`src/rtl/video_stream_pkg.sv`:
```
// ============================================================================
// Module      : video_stream_pkg
// Description : Shared types and constants for the pixel stream receiver.
// Revision    : 1.0 - initial release
// ============================================================================
`default_nettype none

package video_stream_pkg;

  localparam int DEFAULT_H_RES = 640;
  localparam int DEFAULT_V_RES = 480;

  localparam int ERR_SOF = 0;
  localparam int ERR_EOL = 1;

  typedef logic [23:0] pixel_t;

  typedef struct packed {
    logic   tuser;
    logic   tlast;
    pixel_t pixel;
  } rx_word_t;

  typedef enum logic [0:0] {
    WAIT_SOF = 1'b0,
    ACTIVE   = 1'b1
  } rx_state_t;

endpackage

`default_nettype wire

```
`src/rtl/pixel_rx_fifo.sv`:
```
// ============================================================================
// Module      : pixel_rx_fifo
// Description : First-word-fall-through synchronous FIFO of rx_word_t.
// Revision    : 1.0 - initial release
// ============================================================================
`default_nettype none

module pixel_rx_fifo
  import video_stream_pkg::*;
#(
  parameter int DEPTH = 4
) (
  input  logic                   clk,
  input  logic                   rst,
  input  logic                   push,
  input  rx_word_t               wr_data,
  input  logic                   pop,
  output rx_word_t               rd_data,
  output logic                   full,
  output logic                   empty,
  output logic [$clog2(DEPTH):0] count
);

  localparam int PTR_W = $clog2(DEPTH);
  localparam int CNT_W = PTR_W + 1;

  rx_word_t           mem_q [DEPTH];
  rx_word_t           mem_d [DEPTH];
  logic [PTR_W-1:0]   wr_ptr_q, wr_ptr_d;
  logic [PTR_W-1:0]   rd_ptr_q, rd_ptr_d;
  logic [CNT_W-1:0]   count_q, count_d;
  logic               do_push;
  logic               do_pop;

  assign full    = (count_q == CNT_W'(DEPTH));
  assign empty   = (count_q == '0);
  assign count   = count_q;
  assign rd_data = mem_q[rd_ptr_q];
  assign do_push = push && !full;
  assign do_pop  = pop && !empty;

  always_comb begin
    mem_d    = mem_q;
    wr_ptr_d = wr_ptr_q;
    rd_ptr_d = rd_ptr_q;
    count_d  = count_q;
    if (do_push) begin
      mem_d[wr_ptr_q] = wr_data;
      wr_ptr_d        = wr_ptr_q + 1'b1;
    end
    if (do_pop) begin
      rd_ptr_d = rd_ptr_q + 1'b1;
    end
    case ({do_push, do_pop})
      2'b10:   count_d = count_q + 1'b1;
      2'b01:   count_d = count_q - 1'b1;
      default: count_d = count_q;
    endcase
  end

  always_ff @(posedge clk) begin
    if (rst) begin
      mem_q    <= '{default: '0};
      wr_ptr_q <= '0;
      rd_ptr_q <= '0;
      count_q  <= '0;
    end else begin
      mem_q    <= mem_d;
      wr_ptr_q <= wr_ptr_d;
      rd_ptr_q <= rd_ptr_d;
      count_q  <= count_d;
    end
  end

endmodule

`default_nettype wire

```
`src/rtl/pixel_stream_receiver.sv`:
```
// ============================================================================
// Module      : pixel_stream_receiver
// Description : Checks ray-marcher pixels against frame geometry, buffers them
//               and re-emits AXI4-Stream video. RX_STATS_EN adds drop_count.
// Revision    : 1.0 - initial release
// ============================================================================
`default_nettype none

module pixel_stream_receiver
  import video_stream_pkg::*;
#(
  parameter int H_RES      = DEFAULT_H_RES,
  parameter int V_RES      = DEFAULT_V_RES,
  parameter int FIFO_DEPTH = 4
) (
  input  logic        clk,
  input  logic        rst,
  input  logic [23:0] pix_data,
  input  logic        pix_valid,
  input  logic        pix_sof,
  input  logic        pix_eol,
  output logic        pix_ready,
  output logic [31:0] m_axis_tdata,
  output logic        m_axis_tvalid,
  input  logic        m_axis_tready,
  output logic        m_axis_tuser,
  output logic        m_axis_tlast,
  output logic        frame_done,
  output logic [15:0] frame_count,
  output logic [1:0]  err_flags,
  input  logic        err_clr
`ifdef RX_STATS_EN
  ,
  output logic [15:0] drop_count
`endif
);

  localparam int X_W   = (H_RES > 1) ? $clog2(H_RES) : 1;
  localparam int Y_W   = (V_RES > 1) ? $clog2(V_RES) : 1;
  localparam int CNT_W = $clog2(FIFO_DEPTH) + 1;

  rx_state_t        state_q, state_d;
  logic [X_W-1:0]   x_q, x_d;
  logic [Y_W-1:0]   y_q, y_d;
  logic             frame_done_q, frame_done_d;
  logic [15:0]      frame_count_q, frame_count_d;
  logic [1:0]       err_q, err_d;

  logic             accept, push, sof_set, eol_set, frame_end, dropped;
  logic             x_last, y_last, at_origin;
  rx_word_t         wr_word, rd_word;
  logic             fifo_full, fifo_empty;
  logic [CNT_W-1:0] fifo_count;

  // Ready looks only at the registered occupancy so it never depends on tready.
  assign pix_ready = !rst && (fifo_count != CNT_W'(FIFO_DEPTH));
  assign accept    = pix_valid && pix_ready;
  assign x_last    = (x_q == X_W'(H_RES - 1));
  assign y_last    = (y_q == Y_W'(V_RES - 1));
  assign at_origin = (x_q == '0) && (y_q == '0);

  always_comb begin
    state_d = state_q;
    x_d     = x_q;
    y_d     = y_q;
    push    = 1'b0;
    wr_word = '{tuser: 1'b0, tlast: 1'b0, pixel: pix_data};
    sof_set = 1'b0;
    eol_set = 1'b0;
    frame_end = 1'b0;
    dropped = 1'b0;
    if (accept) begin
      case (state_q)
        WAIT_SOF: begin
          if (pix_sof) begin
            push          = 1'b1;
            wr_word.tuser = 1'b1;
            x_d           = X_W'(1);
            y_d           = '0;
            state_d       = ACTIVE;
          end else begin
            dropped = 1'b1;
          end
        end
        ACTIVE: begin
          if (pix_sof && !at_origin) begin
            // Early sof: resync as a fresh (0,0), which is never a line end.
            sof_set       = 1'b1;
            eol_set       = pix_eol;
            push          = 1'b1;
            wr_word.tuser = 1'b1;
            x_d           = X_W'(1);
            y_d           = '0;
          end else if (!pix_sof && at_origin) begin
            sof_set = 1'b1;
            state_d = WAIT_SOF;
          end else begin
            push          = 1'b1;
            wr_word.tuser = at_origin;
            wr_word.tlast = x_last;
            eol_set       = (pix_eol != x_last);
            if (x_last) begin
              x_d = '0;
              if (y_last) begin
                y_d       = '0;
                frame_end = 1'b1;
              end else begin
                y_d = y_q + 1'b1;
              end
            end else begin
              x_d = x_q + 1'b1;
            end
          end
        end
        default: state_d = WAIT_SOF;
      endcase
    end

    frame_done_d  = frame_end;
    frame_count_d = frame_count_q + {15'd0, frame_end};
    err_d         = err_clr ? 2'b00 : err_q;
    err_d[ERR_SOF] = err_d[ERR_SOF] | sof_set;
    err_d[ERR_EOL] = err_d[ERR_EOL] | eol_set;
  end

  always_ff @(posedge clk) begin
    if (rst) begin
      state_q       <= WAIT_SOF;
      x_q           <= '0;
      y_q           <= '0;
      frame_done_q  <= 1'b0;
      frame_count_q <= '0;
      err_q         <= '0;
    end else begin
      state_q       <= state_d;
      x_q           <= x_d;
      y_q           <= y_d;
      frame_done_q  <= frame_done_d;
      frame_count_q <= frame_count_d;
      err_q         <= err_d;
    end
  end

`ifdef RX_STATS_EN
  logic [15:0] drop_count_q, drop_count_d;

  always_comb begin
    drop_count_d = err_clr ? 16'd0 : drop_count_q;
    if (dropped && (drop_count_d != 16'hFFFF)) begin
      drop_count_d = drop_count_d + 16'd1;
    end
  end

  always_ff @(posedge clk) begin
    if (rst) begin
      drop_count_q <= '0;
    end else begin
      drop_count_q <= drop_count_d;
    end
  end

  assign drop_count = drop_count_q;
`endif

  pixel_rx_fifo #(
    .DEPTH (FIFO_DEPTH)
  ) u_fifo (
    .clk     (clk),
    .rst     (rst),
    .push    (push && !fifo_full),
    .wr_data (wr_word),
    .pop     (m_axis_tready),
    .rd_data (rd_word),
    .full    (fifo_full),
    .empty   (fifo_empty),
    .count   (fifo_count)
  );

  assign m_axis_tvalid = !fifo_empty;
  assign m_axis_tdata  = fifo_empty ? 32'd0 : {8'h00, rd_word.pixel};
  assign m_axis_tuser  = !fifo_empty && rd_word.tuser;
  assign m_axis_tlast  = !fifo_empty && rd_word.tlast;
  assign frame_done    = frame_done_q;
  assign frame_count   = frame_count_q;
  assign err_flags     = err_q;

endmodule

`default_nettype wire

```
`config.mk`:
```
export PLATFORM = sky130hd
export DESIGN_NAME = pixel_stream_receiver
export DESIGN_NICKNAME = d
export VERILOG_FILES = /design/src/rtl/video_stream_pkg.sv /design/src/rtl/pixel_rx_fifo.sv /design/src/rtl/pixel_stream_receiver.sv
export SDC_FILE = /design/constraint.sdc
export NUM_CORES = 1
export LEC_CHECK = 0
export BUFFER_PORTS_ARGS = -buffer_cell sky130_fd_sc_hd__buf_2
export CELL_PAD_IN_SITES_DETAIL_PLACEMENT = 2
export CELL_PAD_IN_SITES_GLOBAL_PLACEMENT = 2
export CORE_ASPECT_RATIO = 0.7
export CORE_MARGIN = 2
export CORE_UTILIZATION = 32
export DETAILED_ROUTE_END_ITERATION = 7
export PLACE_DENSITY = 0.83
export SETUP_SLACK_MARGIN = 0.3
export SLEW_MARGIN = 20
export SYNTH_ARGS = -nofsm -noshare
export SYNTH_HDL_FRONTEND = slang
export SYNTH_SLANG_ARGS = --single-unit
```
`constraint.sdc`:
```
create_clock -name clk -period 3.4 [get_ports clk]
set_input_delay 0.34 -clock clk [delete_from_list [all_inputs] [get_ports clk]]
set_output_delay 0.34 -clock clk [all_outputs]
set_load 0.01 [all_outputs]
```
==> results.md, run 1 <==
* Final setup fails at 0
* Layout cells sized above 1 at 25.0%
* Root Buffer: clkbuf_16
* Distinct cells, synth at 54
* HPWL after detailed placement at 14,600 um
* Min cycle time layout at 3.03 ns
* Num rows at 44
* RSZ-0062 raised after global routing: true
* Final wirelength at 23,200 um
* Gr ovfl total at 0
* Initial Util at 32.8%
* Synth top area cells: dfxtp_1 (44%), nand2_1 (12%), mux4_2 (8.5%)
* Hold Path Class: input port to flop
* Post-synth top area share at 43.7%
* Count leader, synth: nand2_1
* Outcome: finished, final reports clean
* Syn avg cell area at 8.52 um2
* Yosys reg bits at 150
* Number of I/O pins at 86
* Share of synthesized flip-flops with an asynchronous set or reset at 0%
* Commonest cells in the netlist: nand2_1 (225), dfxtp_1 (150), a21oi_1 (116), nor2_1 (42), and2_1 (31)
* Die area at 22,700 um2
* First-pass GRT wire length at 36,600 um
* Worst slew pin tran at 1.01 ns
* Design area at 8430 um2
* Max rail drop VDD at 0.315 mV
* Slew Limit Fails at 0
* Largest net degree at the start of global routing at 91
* Port bufs at 77
* Drt first pass iters at 4
* Worst setup SP type: flop
* P&R area growth vs syn at 22.8%
* H-tree levels at 4
* Crit Path Max Fanout at 4
* Leakage power at 3.17 nW
* CTS buffer count at 17
* Antenna violations before repair at 0
* Pwr per Cell Area at 527 nW/um2
* CTS tree: done
* Core Util, Final at 40.3%
* # diodes at 0
* Crit end category: flop
* Rel. slew slack at 31.7%
* Sink Count at 150
* Worst EP required at 3.70 ns
* Post-synth EDFFs at 0
* Met2 WL at 11,100 um
* Crit Path Category: flop to flop
* Nets at 934
* Via density at 5.19
* Vias in the first global route at 6,519
* Warnings from Yosys at 0
* Drt initial violations at 320
* Final Wtd Congestion at 0.796
* Met3 WL at 776 um
* Placed Instances at 1,131
* Fmax at 330 MHz
* Core area at 20,900 um2
* Final Cycle Share at 89.1%
* Final setup TNS at 0 ns
* CTS clk-pin slew, worst paths at 0.07 ns
* Post-Syn Instances at 806
* Top routing layer used: met4
* Fillers at 2,360
* Max-cap viol count at 0
* Vias post-DR at 6,109
* Final Hold Viols at 0
* Drt drc at 0
* Total GRT Usage at 20.8%
* Sequential area share after synthesis at 43.7%
* Horiz. Die Dim at 179 um
* Top_reg_cell synth: dfxtp_1
* Cell Area, Placed at 7540 um2
* Critical Path AT at 3.33 ns
* Die span in y at 127 um
* Routed len/inst at 19.7 um
* Cell Area, Synth at 6870 um2
* Clk Latency, worst-skew pair at 0.44 ns
* Skew final at 0.0109 ns
* Metal-1 WL at 11,100 um
* Yosys top cell by area: dfxtp_1
* Clk buf depth at 2
* Number of routed nets with antenna violations at 0
* Final Non-Filler Cells at 1,177
-- worst paths after layout --
path	from	endpoint	slack, ns	depth (start not counted)
worst max-delay path	x_q[1]	frame_count[12]	0.37	16
worst min-delay path	pix_data[11]	u_fifo.mem_q[37]	0.18	3
worst max register to register	x_q[1]	frame_count[12]	0.37	16
worst min register to register	u_fifo.mem_q[17]	u_fifo.mem_q[17]	0.46	2
-- what timing repair did --
action                                  in CTS  in global routing
buffers inserted                             5                  9
pin swaps                                    8                 17
hold buffers                                 0                  0
resized for setup                           20                 28
endpoints found under the setup margin       9                 34
hold endpoints to repair                     0                  0
-- flip-flops by register name (all words and copies together) (netlist names), 2 cells and up --
| signal | count |
|---|---|
| err_flags | 2 |
| frame_count | 16 |
| u_fifo.count | 3 |
| u_fifo.mem_q | 104 |
| u_fifo.rd_ptr_q | 2 |
| u_fifo.wr_ptr_q | 2 |
| x_q | 10 |
| y_q | 9 |
-- report_power, final --
group | internal [mW] | switching (mW)
sequential | 1.79 | 0.0416
clock | 1.12 | 0.836
combinational | 0.245 | 0.402
-- cell type report --
type / count / area, um2 / area share [%]
Timing Repair Buffer: 113 / 721 / 8.55
Clock inverter: 14 / 164 / 1.94
Sequential cell: 150 / 3030 / 35.9
Clock buffer: 18 / 439 / 5.21
Tap cell: 276 / 345 / 4.10
Multi-Input combinational cell: 590 / 3670 / 43.6
Inverter: 16 / 62.6 / 0.742
-- stage by stage --
step / hold WS (ns) / worst slack (ns) / power, mW
2_1_floorplan: 0.429 / 0.378 / 2.24
3_3_place_gp: 0.440 / 0.172 / 2.46
3_5_place_dp: 0.450 / 0.0615 / 2.49
4_1_cts: 0.169 / 0.300 / 4.45
5_1_grt: 0.180 / 0.181 / 4.61
6_report: 0.183 / 0.372 / 4.44
-- critical path, cell delays in order (launching register included) --
cell and delay, ns:
dfxtp_2 0.34, inv_1 0.05, ha_1 0.17, nand2_1 0.07, or3_4 0.15, inv_4 0.04
ha_2 0.18, or4_4 0.45, nor3_4 0.21, and4b_1 0.26, ha_4 0.18, ha_4 0.13
inv_1 0.06, nor3_4 0.18, nand4_1 0.15, xor2_1 0.18, nor2_1 0.06
-- logic make-up after synthesis --
group | Yosys count | synth area share, %
AO/OA/AOI/OAI | 143 | 10.9
XOR/XNOR | 25 | 3.19
adder cells (fa/ha/maj) | 15 | 2.84
buffers and inverters | 73 | 5.63
flip-flops | 150 | 43.7
multiplexers | 28 | 8.82
other | 1 | 0.0546
AND/OR/NAND/NOR | 371 | 24.8
-- routing by layer --
metal	GRT usage [%]	vias to the layer above
li1	-	2873
met4	4.74	0
met2	34.2	99
met1	28.6	3115
met3	3.48	22
met5	0	-
-- cells in the final DEF, fill, tap and decap left out, types with 3 or more instances in the layout --
| master | n |
|---|---|
| nor3_1 | 5 |
| nand3_1 | 9 |
| nand2_1 | 223 |
| dfxtp_1 | 133 |
| conb_1 | 8 |
| nor4_4 | 3 |
| dfxtp_2 | 16 |
| and3_1 | 9 |
| nor3_4 | 3 |
| a31oi_1 | 4 |
| ha_4 | 4 |
| nor4_1 | 3 |
| buf_12 | 5 |
| inv_1 | 13 |
| buf_4 | 32 |
| or3_4 | 3 |
| ha_2 | 3 |
| mux4_2 | 26 |
| xnor2_1 | 6 |
| clkbuf_16 | 17 |
| a21oi_1 | 115 |
| nand2_2 | 5 |
| nor2_1 | 42 |
| o21ai_0 | 12 |
| buf_2 | 76 |
| and2_1 | 31 |
| inv_6 | 4 |
| xor2_1 | 18 |
| ha_1 | 7 |
| clkinv_4 | 3 |
| nand4_1 | 12 |
(Power assumes the default switching activity.)
==> run 2: changes to the inputs <==
--- a/config.mk
+++ b/config.mk
@@ -5,14 +5,15 @@
 export SDC_FILE = /design/constraint.sdc
 export NUM_CORES = 1
 export LEC_CHECK = 0
+export ABC_AREA = 1
 export BUFFER_PORTS_ARGS = -buffer_cell sky130_fd_sc_hd__buf_2
 export CELL_PAD_IN_SITES_DETAIL_PLACEMENT = 2
 export CELL_PAD_IN_SITES_GLOBAL_PLACEMENT = 2
 export CORE_ASPECT_RATIO = 0.7
 export CORE_MARGIN = 2
-export CORE_UTILIZATION = 32
+export CORE_UTILIZATION = 29
 export DETAILED_ROUTE_END_ITERATION = 7
-export PLACE_DENSITY = 0.83
+export PLACE_DENSITY = 0.81
 export SETUP_SLACK_MARGIN = 0.3
 export SLEW_MARGIN = 20
 export SYNTH_ARGS = -nofsm -noshare
==> run 2 against run 1 <==
Sequential power is essentially flat. Non-clock buffer count down 10. Die area increased by 15%. Synthesized area increased by 4.9%. Setup slack better by 0.057 ns. Largest cell class unchanged. Largest power group unchanged. Highest routed layer unchanged.
==> results.md, run 2 <==
* Outcome: finished, final reports clean
* Root Buffer: clkbuf_16
* Final Hold Viols at 0 (unchanged)
* Commonest cells in the netlist: nand2_1 (179), nor2_1 (161), a21oi_1 (159), dfxtp_1 (150), nand3_1 (123)
* Total power at 4.91 mW (+11%)
* First-pass GRT wire length at 42,700 um (+17%)
* CTS clk-pin slew, worst paths at 0.07 ns (about the same)
* Max rail drop VDD at 0.361 mV (+15%)
* Number of I/O pins at 86 (unchanged)
* Gr ovfl total at 0 (unchanged)
* Leakage power at 3.16 nW (-0.31%)
* Post-synth top area share at 41.7% (-2.1 points)
* Worst slew pin tran at 0.753 ns (-0.258 ns)
* Fillers at 2,962 (+26%)
* CP most frequent cell: inv_2
* Cell Area, Synth at 7210 um2 (+4.9%)
* Clk Latency, worst-skew pair at 0.44 ns (about the same)
* Skew final at 0.0135 ns (+0.00253 ns)
* Count leader, synth: nand2_1
* Final setup TNS at 0 ns (unchanged)
* Drt initial violations at 348 (+8.8%)
* # diodes at 0 (unchanged)
* Antenna violations before repair at 0 (unchanged)
* Critical Path AT at 3.35 ns (+0.02 ns)
* CTS tree: done
* Crit end category: flop
* Fmax at 337 MHz (+1.9%)
* Max-cap viol count at 0 (unchanged)
* Synth top area cells: dfxtp_1 (42%), a21oi_1 (11%), nand2_1 (9.3%)
* Post-Syn Instances at 1,044 (+30%)
* Pwr per Cell Area at 573 nW/um2 (+8.8%)
* GRT met3 Usage at 3.64% (+0.16 points)
* CTS buffer count at 17 (unchanged)
* Multi-input logic area at 3740 um2 (+1.8%)
* Yosys top cell by area: dfxtp_1
* Max reg flops at 104 (unchanged)
* Min cycle time layout at 2.97 ns (-0.0572 ns)
* Syn avg cell area at 6.90 um2 (-19%)
* Vias in the first global route at 7,668 (+18%)
* Largest net degree at the start of global routing at 107 (+18%)
* Crit Path Category: flop to flop
* CP max stage delay at 0.34 ns (-0.11 ns)
* RSZ-0062 raised after global routing: true
* Worst r2r path cells at 21 (+5)
* Layout cells sized above 1 at 16.2% (-8.8 points)
* Most frequent cells in the layout: nand2_1 (177), a21oi_1 (158), nor2_1 (158), dfxtp_1 (145), nand3_1 (121)
* Worst EP required at 3.78 ns (+0.08 ns)
* Core area at 24,500 um2 (+17%)
* Yosys reg bits at 150 (unchanged)
* Initial Util at 29.4% (-3.4 points)
* Final Cycle Share at 87.4% (-1.7 points)
* Drt drc at 0 (unchanged)
* Worst setup SP type: flop
* P&R area growth vs syn at 19.0%
* Vias post-DR at 7,368 (+21%)
* Final wirelength at 27,000 um (+16%)
* Met2 Usage GRT at 33.5% (-0.65 points)
* Warnings from Yosys at 0 (unchanged)
* Setup WS pre-CTS at 0.0828 ns (+0.0214 ns)
* Cell chain of the critical path: inv_2 > ha_2 > nand2_1 > nor2_1 > nand2_1 > nor3_4 > inv_2 > ha_4 > inv_2 > nand4_1 > inv_2 > nand2_2 > nor2_2 > ha_4 > ha_4 > nand2_2 > nor2_4 > nand4_1 > o21ai_1 > nand2_1 > nor2_1
* CP max stage cell: dfxtp_2
* PnR worst setup slack at 0.429 ns (+0.0572 ns)
* Slew Limit Fails at 0 (unchanged)
* Hold-fix buffers, CTS at 0 (unchanged)
* Nets at 1,145 (+23%)
* Via density at 5.13 (-1.2%)
* Final Wtd Congestion at 0.795 (-0.13%)
* H-tree levels at 4 (unchanged)
* Core Util, Final at 35.0% (-5.3 points)
* Final setup fails at 0 (unchanged)
* Most Used Layer, Global Route: met2
* Sequential area share after synthesis at 41.7% (-2.1 points)
* Total GRT Usage at 21.0% (+0.25 points)
* Clk buf depth at 2 (unchanged)
* Worst hold slack at 0.187 ns (+0.00479 ns)
* Num rows at 48 (+9.1%)
* Register area at 3010 um2 (-0.58%)
* Number of routed nets with antenna violations at 0 (unchanged)
* Most common cell after layout, fill and taps aside: nand2_1
* Routed len/inst at 18.8 um (-4.7%)
* Drt first pass iters at 4 (unchanged)
* Port bufs at 77 (unchanged)
* Die span in y at 136 um (+7.4%)
* Crit Path Max Fanout at 4 (unchanged)
* Met1 Use GR at 29.6% (+1.0 points)
* Die area at 26,200 um2 (+15%)
* Top reg by flops: u_fifo.mem_q
* Hold Path Class: input port to flop
* Hold depth at 4 (+1)
* Horiz. Die Dim at 192 um (+7.4%)
* Sink Count at 150 (unchanged)
* Top_reg_cell synth: dfxtp_1
* HPWL after detailed placement at 16,800 um (+16%)
* Rel. slew slack at 49.8% (+18 points)
* Share of synthesized flip-flops with an asynchronous set or reset at 0% (unchanged)
* Distinct cells, synth at 33 (-39%)
* Post-synth EDFFs at 0 (unchanged)
-- run 2: cells by family after synthesis --
group / share of synthesized area (%)
XOR/XNOR: 0.486
flip-flops: 41.7
AND/OR/NAND/NOR: 29.9
adder cells (fa/ha/maj): 2.71
AO/OA/AOI/OAI: 16.6
buffers and inverters: 8.61
other: 0.0520
-- run 2: cell type report --
cell class,count,area share (%)
Clock buffer,21,5.25
Multi-Input combinational cell,765,43.6
Inverter,62,2.73
Clock inverter,11,1.47
Timing Repair Buffer,103,7.13
Tap cell,325,4.74
Sequential cell,150,35.1
-- run 2: worst max-delay path: cells and delay by family (launching register included) --
kind            cells  cell delay [ns]
buf+inv             4             0.32
simple gates       12             1.40
flops               1             0.34
fa+ha+maj           4             0.65
compound gates      1             0.17
-- run 2: layer usage --
metal / wire, um / vias up
li1: - / 3538
met1: 13500 / 3707
met2: 12400 / 99
met3: 749 / 24
met4: 318 / 0
met5: 0 / -
-- run 2: worst paths after layout --
kind	from	endpoint	slack, ns
worst min-delay path	err_clr	err_flags[1]	0.19
worst min register to register	u_fifo.mem_q[16]	u_fifo.mem_q[16]	0.46
worst max-delay path	y_q[0]	frame_count[14]	0.43
worst max register to register	y_q[0]	frame_count[14]	0.43
-- run 2: per-stage QoR --
step | instances | cell area [um2]
global route | 1437 | 8580
floorplan | 1051 | 7230
detailed placement | 1397 | 7810
CTS | 1430 | 8420
finish | 1437 | 8580
global placement | 1397 | 7810
-- run 2: timing repair --
action                                  4_1_cts  5_1_grt
setup buffers                                 1        7
endpoints found under the setup margin       11       74
pin swaps                                     0        5
gates resized for setup                       5       33
-- run 2: where the power goes --
part / internal [mW] / switching (mW) / total (mW) / leakage, nW
Clock: 1.10 / 0.827 / 1.93 / 0.270
Sequential: 1.80 / 0.0410 / 1.84 / 1.21
Combinational: 0.321 / 0.821 / 1.14 / 1.68
Total: 3.22 / 1.69 / 4.91 / 3.16
